===== src/rtl/cpu_pkg.sv =====
// Definitions shared by instruction decode, the operand stack and the ALU:
// datapath width, stack command encodings and ALU op codes.
package cpu_pkg;

  localparam int WIDTH = 16;

  localparam logic [2:0] CMD_NOP    = 3'b000;
  localparam logic [2:0] CMD_PUSH   = 3'b001;
  localparam logic [2:0] CMD_POP    = 3'b010;
  localparam logic [2:0] CMD_REDUCE = 3'b011;
  localparam logic [2:0] CMD_DUP    = 3'b100;
  localparam logic [2:0] CMD_SWAP   = 3'b101;

  localparam logic [2:0] ALU_ADD = 3'b000;
  localparam logic [2:0] ALU_SUB = 3'b001;
  localparam logic [2:0] ALU_AND = 3'b010;
  localparam logic [2:0] ALU_OR  = 3'b011;
  localparam logic [2:0] ALU_XOR = 3'b100;

endpackage


===== src/rtl/stack_regfile.sv =====
// DEPTH x WIDTH stack storage: two combinational read ports (TOS/NOS) and two
// write ports so SWAP can exchange both entries in one edge. No reset on storage.
module stack_regfile #(
  parameter int DEPTH = 8,
  parameter int WIDTH = 16,
  parameter int AW    = $clog2(DEPTH)
) (
  input  logic             clk,
  input  logic             we_a,
  input  logic [AW-1:0]    waddr_a,
  input  logic [WIDTH-1:0] wdata_a,
  input  logic             we_b,
  input  logic [AW-1:0]    waddr_b,
  input  logic [WIDTH-1:0] wdata_b,
  input  logic [AW-1:0]    raddr_tos,
  input  logic [AW-1:0]    raddr_nos,
  output logic [WIDTH-1:0] rdata_tos,
  output logic [WIDTH-1:0] rdata_nos
);

  logic [WIDTH-1:0] mem_q [DEPTH];
  logic [WIDTH-1:0] mem_d [DEPTH];

  // Port B is only used by SWAP, whose two addresses always differ.
  always_comb begin
    mem_d = mem_q;
    if (we_a) mem_d[waddr_a] = wdata_a;
    if (we_b) mem_d[waddr_b] = wdata_b;
  end

  always_ff @(posedge clk) begin
    mem_q <= mem_d;
  end

  assign rdata_tos = mem_q[raddr_tos];
  assign rdata_nos = mem_q[raddr_nos];

endmodule


===== src/rtl/operand_stack.sv =====
// Operand stack feeding the ALU: exposes NOS/TOS as operands, absorbs the ALU
// result on REDUCE, and tracks saturating pointer plus sticky error flags.
module operand_stack
  import cpu_pkg::*;
#(
  parameter int DEPTH = 8,
  parameter int WIDTH = cpu_pkg::WIDTH,
  parameter int CW    = $clog2(DEPTH) + 1
) (
  input  logic             clk,
  input  logic             reset,
  input  logic             cmd_valid,
  input  logic [2:0]       cmd,
  input  logic [WIDTH-1:0] push_data,
  input  logic [WIDTH-1:0] alu_result,
  output logic [WIDTH-1:0] operand1,
  output logic [WIDTH-1:0] operand2,
  output logic [CW-1:0]    count,
  output logic             empty,
  output logic             full,
  output logic             overflow,
  output logic             underflow,
  output logic             cmd_done
);

  localparam int AW = $clog2(DEPTH);

  // cmd/push_data are taken on every rising edge where cmd_valid is high; there
  // is no ready, every command finishes in that edge and cmd_done follows it.
  logic [CW-1:0]    count_q, count_d;
  logic             overflow_q, overflow_d;
  logic             underflow_q, underflow_d;
  logic             cmd_done_q, cmd_done_d;

  logic [CW-1:0]    tos_ptr, nos_ptr;
  logic [AW-1:0]    tos_idx, nos_idx, push_idx;
  logic [WIDTH-1:0] tos_raw, nos_raw;
  logic             is_full;

  logic             we_a, we_b;
  logic [AW-1:0]    waddr_a, waddr_b;
  logic [WIDTH-1:0] wdata_a, wdata_b;

  assign tos_ptr  = count_q - CW'(1);
  assign nos_ptr  = count_q - CW'(2);
  assign tos_idx  = tos_ptr[AW-1:0];
  assign nos_idx  = nos_ptr[AW-1:0];
  assign push_idx = count_q[AW-1:0];
  assign is_full  = (count_q == CW'(DEPTH));

  always_comb begin
    count_d     = count_q;
    overflow_d  = overflow_q;
    underflow_d = underflow_q;
    cmd_done_d  = 1'b0;
    we_a        = 1'b0;
    waddr_a     = push_idx;
    wdata_a     = push_data;
    we_b        = 1'b0;
    waddr_b     = nos_idx;
    wdata_b     = tos_raw;
    if (cmd_valid) begin
      case (cmd)
        CMD_PUSH: begin
          if (!is_full) begin
            we_a       = 1'b1;
            count_d    = count_q + CW'(1);
            cmd_done_d = 1'b1;
          end else begin
            overflow_d = 1'b1;
          end
        end
        CMD_POP: begin
          if (count_q >= CW'(1)) begin
            count_d    = count_q - CW'(1);
            cmd_done_d = 1'b1;
          end else begin
            underflow_d = 1'b1;
          end
        end
        CMD_REDUCE: begin
          if (count_q >= CW'(2)) begin
            we_a       = 1'b1;
            waddr_a    = nos_idx;
            wdata_a    = alu_result;
            count_d    = count_q - CW'(1);
            cmd_done_d = 1'b1;
          end else begin
            underflow_d = 1'b1;
          end
        end
        CMD_DUP: begin
          // An empty stack has nothing to copy, so that case is an underflow.
          if (count_q == '0) begin
            underflow_d = 1'b1;
          end else if (is_full) begin
            overflow_d = 1'b1;
          end else begin
            we_a       = 1'b1;
            wdata_a    = tos_raw;
            count_d    = count_q + CW'(1);
            cmd_done_d = 1'b1;
          end
        end
        CMD_SWAP: begin
          if (count_q >= CW'(2)) begin
            we_a       = 1'b1;
            waddr_a    = tos_idx;
            wdata_a    = nos_raw;
            we_b       = 1'b1;
            cmd_done_d = 1'b1;
          end else begin
            underflow_d = 1'b1;
          end
        end
        default: ;
      endcase
    end
  end

  always_ff @(posedge clk) begin
    if (reset) begin
      count_q     <= '0;
      overflow_q  <= 1'b0;
      underflow_q <= 1'b0;
      cmd_done_q  <= 1'b0;
    end else begin
      count_q     <= count_d;
      overflow_q  <= overflow_d;
      underflow_q <= underflow_d;
      cmd_done_q  <= cmd_done_d;
    end
  end

  // Writes are suppressed under reset so a colliding command leaves no trace.
  stack_regfile #(
    .DEPTH (DEPTH),
    .WIDTH (WIDTH),
    .AW    (AW)
  ) u_regfile (
    .clk       (clk),
    .we_a      (we_a & ~reset),
    .waddr_a   (waddr_a),
    .wdata_a   (wdata_a),
    .we_b      (we_b & ~reset),
    .waddr_b   (waddr_b),
    .wdata_b   (wdata_b),
    .raddr_tos (tos_idx),
    .raddr_nos (nos_idx),
    .rdata_tos (tos_raw),
    .rdata_nos (nos_raw)
  );

  assign operand2  = (count_q != '0)       ? tos_raw : '0;
  assign operand1  = (count_q >= CW'(2))   ? nos_raw : '0;
  assign count     = count_q;
  assign empty     = (count_q == '0);
  assign full      = is_full;
  assign overflow  = overflow_q;
  assign underflow = underflow_q;
  assign cmd_done  = cmd_done_q;

endmodule


===== config.mk =====
export PLATFORM = sky130hd
export DESIGN_NAME = operand_stack
export DESIGN_NICKNAME = d
export VERILOG_FILES = /design/src/rtl/cpu_pkg.sv /design/src/rtl/stack_regfile.sv /design/src/rtl/operand_stack.sv
export SDC_FILE = /design/constraint.sdc
export NUM_CORES = 1
export LEC_CHECK = 0
export ABC_AREA = 0
export CAP_MARGIN = 10
export CORE_ASPECT_RATIO = 0.75
export CORE_MARGIN = 3
export CORE_UTILIZATION = 30
export CTS_CLUSTER_SIZE = 12
export DETAILED_ROUTE_END_ITERATION = 8
export GPL_TIMING_DRIVEN = 0
export PLACE_DENSITY_LB_ADDON = 0.12
export SLEW_MARGIN = 20
export SYNTH_ARGS = -nofsm -noshare
export SYNTH_HDL_FRONTEND = slang
export SYNTH_SLANG_ARGS = --single-unit

===== constraint.sdc =====
create_clock -name clk -period 4.5 [get_ports clk]
set_input_delay 0.9 -clock clk [delete_from_list [all_inputs] [get_ports clk]]
set_output_delay 0.9 -clock clk [all_outputs]
set_load 0.01 [all_outputs]

==> summary.md, run 1 <==
| Metric | Value |
|---|---|
| EDFF count, synth | 0 |
| Overall power | 4.945 mW |
| Routed len/inst | 25.03 um |
| Yosys reg bits | 135 |
| YS warnings | 0 |
| CTS tree | done |
| Final-report max-slew violation count | 0 |
| Max_slew headroom | 0.2026 |
| Syn Area/Cell | 8.424 um2 |
| Worst-Margin Slew | 1.187 ns |
| Post-Syn Area | 9452 um2 |
| Core area | 30620 um2 |
| DRC Markers | 0 |
| Async SR Flop Fraction | 0 |
| Number of max-cap violations | 0 |
| Antenna violations before repair | 0 |
| Status | complete, no violations |
| Area contributors post-synth | dfxtp_1 29%, a221o_1 14%, mux2i_1 13% |
| Layout cell share with drive strength beyond 1 | 0.1290 |
| Fmax | 226.9 MHz |
| Vias in the first global route | 9329 |
| Final setup violating endpoints | 0 |
| Setup_tns | 0 ns |
| Worst skew pair latency | 0.44 ns |
| RSZ-0062 raised after global routing | no |
| Final Instance Area | 11710 um2 |
| Vias/cell | 6.007 |
| Area share of the largest cell type after synthesis | 0.2859 |
| RePlAce Congestion | 0.8668 |
| Clk root buf | clkbuf_16 |
| Nets | 1283 |
| Synth Instances | 1122 |
| Routed via count | 9894 |
| Worst reg-to-reg setup slack | 0.71 ns |
| Hold Path Class | flip-flop to flip-flop |
| Setup crit end kind | output pin |
| Synth Net Count | 1170 |
| Worst R2R Start | count[0] |
| Placed inst area | 10710 um2 |
| Period utilisation layout | 0.9793 |
| Synth unique cells | 59 |
| Largest net degree at the start of global routing | 20 |
| Static Leak | 4.233 nW |
| Worst R2R Path Depth | 12 |
| Initial core utilization | 0.3086 |
| CP max FO | 10 |
| Clock Path Buffers | 2 |
| Synth cell count leaders | 143 x nor2_1, 135 x dfxtp_1, 128 x a221o_1 |
| Grt total ovfl | 0 |
| Setup slack after layout | 0.09334 ns |
| # hold bufs at CTS | 0 |
| Number of CTS-inserted buffers | 17 |
| Worst path arrival time | 3.51 ns |
| Clock transition at path regs | 0.07 ns |
| Die Span X | 211.0 um |
| Synth Flop Type | dfxtp_1 |
| Htree depth | 4 |
| Die area | 33690 um2 |
| IR drop worst, VDD | 0.3202 mV |
| Number of nets still failing antenna checks after routing | 0 |
| Diodes inserted | 0 |
| Initial DRC count | 1211 |
| Total GRT Usage | 0.2374 |
| Area growth syn-to-layout | 23.92% |
| Dpl hpwl | 30.73 mm |
| CP Data Required Time | 3.60 ns |
| Clock Skews | 0.01535 ns |
| Hold Fails Final Rpt | 0 |
| Drt pass-1 iters | 7 |
| CP startpoint | count[1] |
| Post-layout min period | 4.407 ns |
| Worst setup endpoint | operand2[5] |
| R2r endpoint | u_regfile.mem_q[21] |
| IO Port Bufs | 76 |
| Total power divided by cell area | 422.2 nW/um2 |
| Critical path type | flip-flop to output pin |
| I/O pin count | 79 |
| Dpl ws | -0.7684 ns |
| Yosys top cell by area | dfxtp_1 |
| Crit start category | flip-flop |
| Most frequent cell after synthesis | nor2_1 |
| Total Wirelength | 41.23 mm |
| First-pass GRT wire length | 61.18 mm |
| Die H | 159.7 um |
| Register area share after synthesis | 0.2859 |
| # clock sinks | 135 |
| # rows | 55 |
-- worst max-delay path, stage by stage (launching register included) --
cell and delay (ns):
dfxtp_2 0.42, buf_4 0.26, inv_1 0.21, ha_1 0.35, buf_6 0.19, buf_6 0.23
mux2i_1 0.15, nand3_1 0.11, nand4_1 0.31, nor2_1 0.25, clkdlybuf4s50_1 0.57
-- layer usage --
| metal | share of wire | up-vias | track usage |
|---|---|---|---|
| met5 | 0 | - | 0 |
| met4 | 0.012 | 0 | 0.05020 |
| met3 | 0.087 | 36 | 0.05636 |
| met2 | 0.39 | 436 | 0.3203 |
| met1 | 0.51 | 4830 | 0.3749 |
| li1 | - | 4592 | - |
-- per-stage QoR --
stage            util  instances  hold WS, ns
2_1_floorplan       -       1122       0.4662
3_3_place_gp   0.3498       1597       0.4727
3_5_place_dp   0.3498       1597       0.4877
4_1_cts        0.3785       1644       0.5062
5_1_grt        0.3825       1647       0.5239
6_report       0.3825       1647       0.4971
-- cells by family after synthesis --
family | count (synthesis) | synth area share
AOI/OAI and AO/OA | 267 | 0.2507
xor gates and xnor gates | 8 | 0.009003
adders and majority gates | 10 | 0.01324
buffers and inverters | 108 | 0.05256
DFF | 135 | 0.2859
muxes | 127 | 0.1399
and+or+nand+nor | 467 | 0.2486
-- flip-flops by register name (all words and copies together) (netlist names) --
signal / count
overflow: 1
count: 4
cmd_done: 1
underflow: 1
u_regfile.mem_q: 128
-- area by class of cell --
class                           count  area [um2]
Buffer                            100       541.8
Clock buffer                       17       425.4
Clock inverter                     15       181.4
Fill cell                        3045       18910
Inverter                            7       26.28
Multi-Input combinational cell    879        6430
Sequential cell                   135        2705
Tap cell                          399       499.2
Timing Repair Buffer               95       903.4
-- cells in the final DEF (no fill, tap or decap), types with 3 or more instances in the layout --
master / n
a21o_1: 15
a21oi_1: 21
a221o_1: 128
a22oi_1: 9
a22oi_2: 22
a31oi_1: 5
and2_1: 10
and3_1: 21
buf_1: 6
buf_2: 17
buf_4: 29
buf_6: 12
clkbuf_1: 45
clkbuf_16: 17
clkbuf_2: 8
clkdlybuf4s50_1: 76
dfxtp_1: 133
ha_1: 8
inv_1: 5
inv_6: 4
inv_8: 6
mux2i_1: 122
mux4_2: 4
nand2_1: 59
nand2b_1: 6
nand3_1: 92
nand3b_1: 17
nand4_1: 16
nor2_1: 140
nor2_2: 10
nor2b_1: 11
nor3_1: 64
nor4_4: 4
o2111a_1: 17
o2111ai_1: 15
o21ai_0: 6
o22ai_1: 3
o31ai_1: 15
xnor2_2: 3
-- worst min path at each step --
stage / to / startpoint / cells after the start
after floorplan: u_regfile.mem_q[94] / u_regfile.mem_q[94] / 1
after global placement: overflow / overflow / 2
after detailed placement: overflow / overflow / 2
after CTS: overflow / overflow / 2
after global routing: u_regfile.mem_q[66] / u_regfile.mem_q[66] / 1
final: overflow / overflow / 2
-- where the power goes --
| part | leakage [nW] | internal (mW) | switching, mW |
|---|---|---|---|
| clock | 0.296 | 0.801 | 0.691 |
| sequential | 1.10 | 1.41 | 0.223 |
| combinational | 2.83 | 0.718 | 1.10 |
-- what timing repair did --
action | in CTS | in global routing
endpoints found under the setup margin | 41 | 33
resized for setup | 49 | 27
setup buffers | 16 | 3
pin swaps | 5 | 4
cloned | 0 | 0
Power figures use the tool's default switching activity.
==> inputs of run 2 (changes only) <==
- CORE_UTILIZATION: 30 -> 40
- GPL_TIMING_DRIVEN: 0 -> 1
- MAX_ROUTING_LAYER: default -> met4
==> summary.md, run 2 (same netlist as run 1, synthesis figures left out) <==
| Metric | Value |
|---|---|
| Status | complete, no violations (unchanged) |
| FILL cells | 2193 (was 3045) |
| Nets | 1216 (was 1283) |
| Die H | 139.1 um (was 159.7 um) |
| Total Wirelength | 36.86 mm (was 41.23 mm) |
| Fmax | 231.4 MHz (was 226.9 MHz) |
| CP max FO | 15 (was 10) |
| Crit start category | flip-flop (unchanged) |
| HP Start | underflow (was overflow) |
| Setup Fix Bufs, Post-CTS | 0 (was 16) |
| Worst-Margin Slew | 1.089 ns (was 1.187 ns) |
| Total GRT Usage | 0.2943 (was 0.2374) |
| Setup_tns | 0 ns (unchanged) |
| Post-layout min period | 4.321 ns (was 4.407 ns) |
| # rows | 48 (was 55) |
| Hold depth | 2 (unchanged) |
| Min-Delay Endpoint | underflow (was overflow) |
| Critical path type | flip-flop to output pin (unchanged) |
| Clock Path Buffers | 2 (unchanged) |
| Number of max-cap violations | 0 (unchanged) |
| Vias/cell | 6.505 (was 6.007) |
| WP buf/inv | 3 (was 5) |
| Vias in the first global route | 8868 (was 9329) |
| Worst R2R Path Depth | 9 (was 12) |
| Period utilisation layout | 0.9602 (was 0.9793) |
| Static Leak | 4.080 nW (was 4.233 nW) |
| Clock transition at path regs | 0.06 ns (was 0.07 ns) |
| Routed via count | 9634 (was 9894) |
| # hold bufs at CTS | 0 (unchanged) |
| Worst skew pair latency | 0.43 ns (was 0.44 ns) |
| Fin cells | 1481 (was 1647) |
| Number of CTS-inserted buffers | 17 (unchanged) |
| Hold Path Class | flip-flop to flip-flop (unchanged) |
| Antenna violations before repair | 0 (unchanged) |
| # clock sinks | 135 (unchanged) |
| Top delay family on crit path | simple AND/OR/NAND/NOR gates (was buffers and inverters) |
| Core area | 23120 um2 (was 30620 um2) |
| Area growth syn-to-layout | 17.99% (was 23.92%) |
| Most common library cell in the layout ignoring fill and taps | nor2_1 (unchanged) |
| Die area | 25530 um2 (was 33690 um2) |
| Cts repair resizes | 0 (was 49) |
| Total power divided by cell area | 414.7 nW/um2 (was 422.2 nW/um2) |
| DRC Markers | 0 (unchanged) |
| Setup crit end kind | output pin (unchanged) |
| Inst Count DP | 1449 (was 1597) |
| Worst path arrival time | 3.42 ns (was 3.51 ns) |
| CTS tree | done (unchanged) |
| Routed len/inst | 24.89 um (was 25.03 um) |
| Die Span X | 183.5 um (was 211.0 um) |
| First-pass GRT wire length | 56.74 mm (was 61.18 mm) |
| Hold Fails Final Rpt | 0 (unchanged) |
| Final-report max-slew violation count | 0 (unchanged) |
| CP Data Required Time | 3.60 ns (about the same) |
| Diodes inserted | 0 (unchanged) |
| Worst reg-to-reg setup slack | 0.84 ns (was 0.71 ns) |
| CP max stage cell | and2_1 (was clkdlybuf4s50_1) |
| IO Port Bufs | 78 (was 76) |
| Largest net degree at the start of global routing | 102 (was 20) |
| Clock Skews | 0.01101 ns (was 0.01535 ns) |
| Min Hold Slack | 0.4756 ns (was 0.4971 ns) |
| Final setup violating endpoints | 0 (unchanged) |
| I/O pin count | 79 (unchanged) |
| Grt total ovfl | 0 (unchanged) |
| Crit-path cells | inv_1, buf_4, ha_1, and2_1, a22oi_1, and3_1, clkdlybuf4s50_1 (was buf_4, inv_1, ha_1, buf_6, buf_6, mux2i_1, nand3_1, nand4_1, nor2_1, clkdlybuf4s50_1) |
| Worst R2R Start | count[0] (unchanged) |
| Layout cell share with drive strength beyond 1 | 0.09907 (was 0.1290) |
| Initial core utilization | 0.4088 (was 0.3086) |
| Util after Layout | 0.4823 (was 0.3825) |
| RePlAce Congestion | 0.8615 (was 0.8668) |
| RSZ-0062 raised after global routing | no (unchanged) |
| Clk root buf | clkbuf_16 (unchanged) |
| Htree depth | 4 (unchanged) |
| Initial DRC count | 1276 (was 1211) |
| Largest Register | u_regfile.mem_q (unchanged) |
| Commonest non-fill, non-tap cells in the layout | 143 x nor2_1, 134 x dfxtp_1, 128 x a221o_1, 122 x mux2i_1, 92 x nand3_1 (was 140 x nor2_1, 133 x dfxtp_1, 128 x a221o_1, 122 x mux2i_1, 92 x nand3_1) |
| Max_slew headroom | 0.2707 (was 0.2026) |
| CP max stage delay | 0.74 ns (was 0.57 ns) |
| Dpl hpwl | 24.99 mm (was 30.73 mm) |
| Max FFs per register | 128 (unchanged) |
| IR drop worst, VDD | 0.2610 mV (was 0.3202 mV) |
| Dpl ws | 0.5613 ns (was -0.7684 ns) |
| Number of nets still failing antenna checks after routing | 0 (unchanged) |
| Drt pass-1 iters | 6 (was 7) |
| R2r endpoint | u_regfile.mem_q[68] (was u_regfile.mem_q[21]) |
| Setup slack after layout | 0.1789 ns (was 0.09334 ns) |
-- run 2: cell types whose count changed in the layout (fill, tap and decap cells not counted), moves of 3 or more --
cell      change
clkbuf_1     -45
buf_4        +18
a22oi_2      -22
buf_2        -16
nor2_1        +3
buf_6        -11
buf_1         -6
inv_8         -5
a22oi_1      +22
clkbuf_2      -8
-- run 2: power by group --
group	internal (mW)	leakage [nW]	switching [mW]
sequential	1.41	1.10	0.185
combinational	0.659	2.69	0.967
clock	0.790	0.284	0.610
total	2.86	4.08	1.76
-- run 2: cell type report --
type / instances / area [um2] / share of cell area
clock buffers: 18 / 439.2 / 0.03938
clock inverters: 14 / 137.6 / 0.01234
inverters: 7 / 26.28 / 0.002356
multi-input cells: 879 / 6287 / 0.5638
well taps: 300 / 375.4 / 0.03366
flip-flops and latches: 135 / 2706 / 0.2427
repair buffers: 128 / 1180 / 0.1058
-- run 2: per-layer routing --
metal	vias up	track usage	share of wire
li1	4463	-	-
met1	4616	0.4360	0.48
met2	520	0.3827	0.39
met3	35	0.1059	0.12
met4	0	0.04888	0.0089
met5	-	-	0
-- run 2: metrics by stage --
| stage | cell area (um2) | power [mW] |
|---|---|---|
| CTS | 11150 | 4.569 |
| global route | 11150 | 4.825 |
| floorplan | 9452 | 2.580 |
| global placement | 10560 | 3.168 |
| finish | 11150 | 4.624 |
| detailed placement | 10580 | 3.185 |
-- run 2: worst max-delay path by stage --
stage               startpoint             endpoint  slack, ns  cells past startpoint
floorplan             count[0]         operand2[11]       0.93                     10
global route          count[0]         operand2[13]       0.02                      9
CTS                   count[0]          operand2[7]       0.21                      9
detailed placement      cmd[1]  u_regfile.mem_q[23]       0.56                      7
global placement      count[1]          operand1[6]       0.01                      7
finish                count[1]          operand1[9]       0.18                      7
-- run 2: tightest hold or removal path, cell delays in order (launching register included) --
cell and delay (ns):
dfxtp_1 0.33, a31oi_1 0.04, nor2_1 0.07
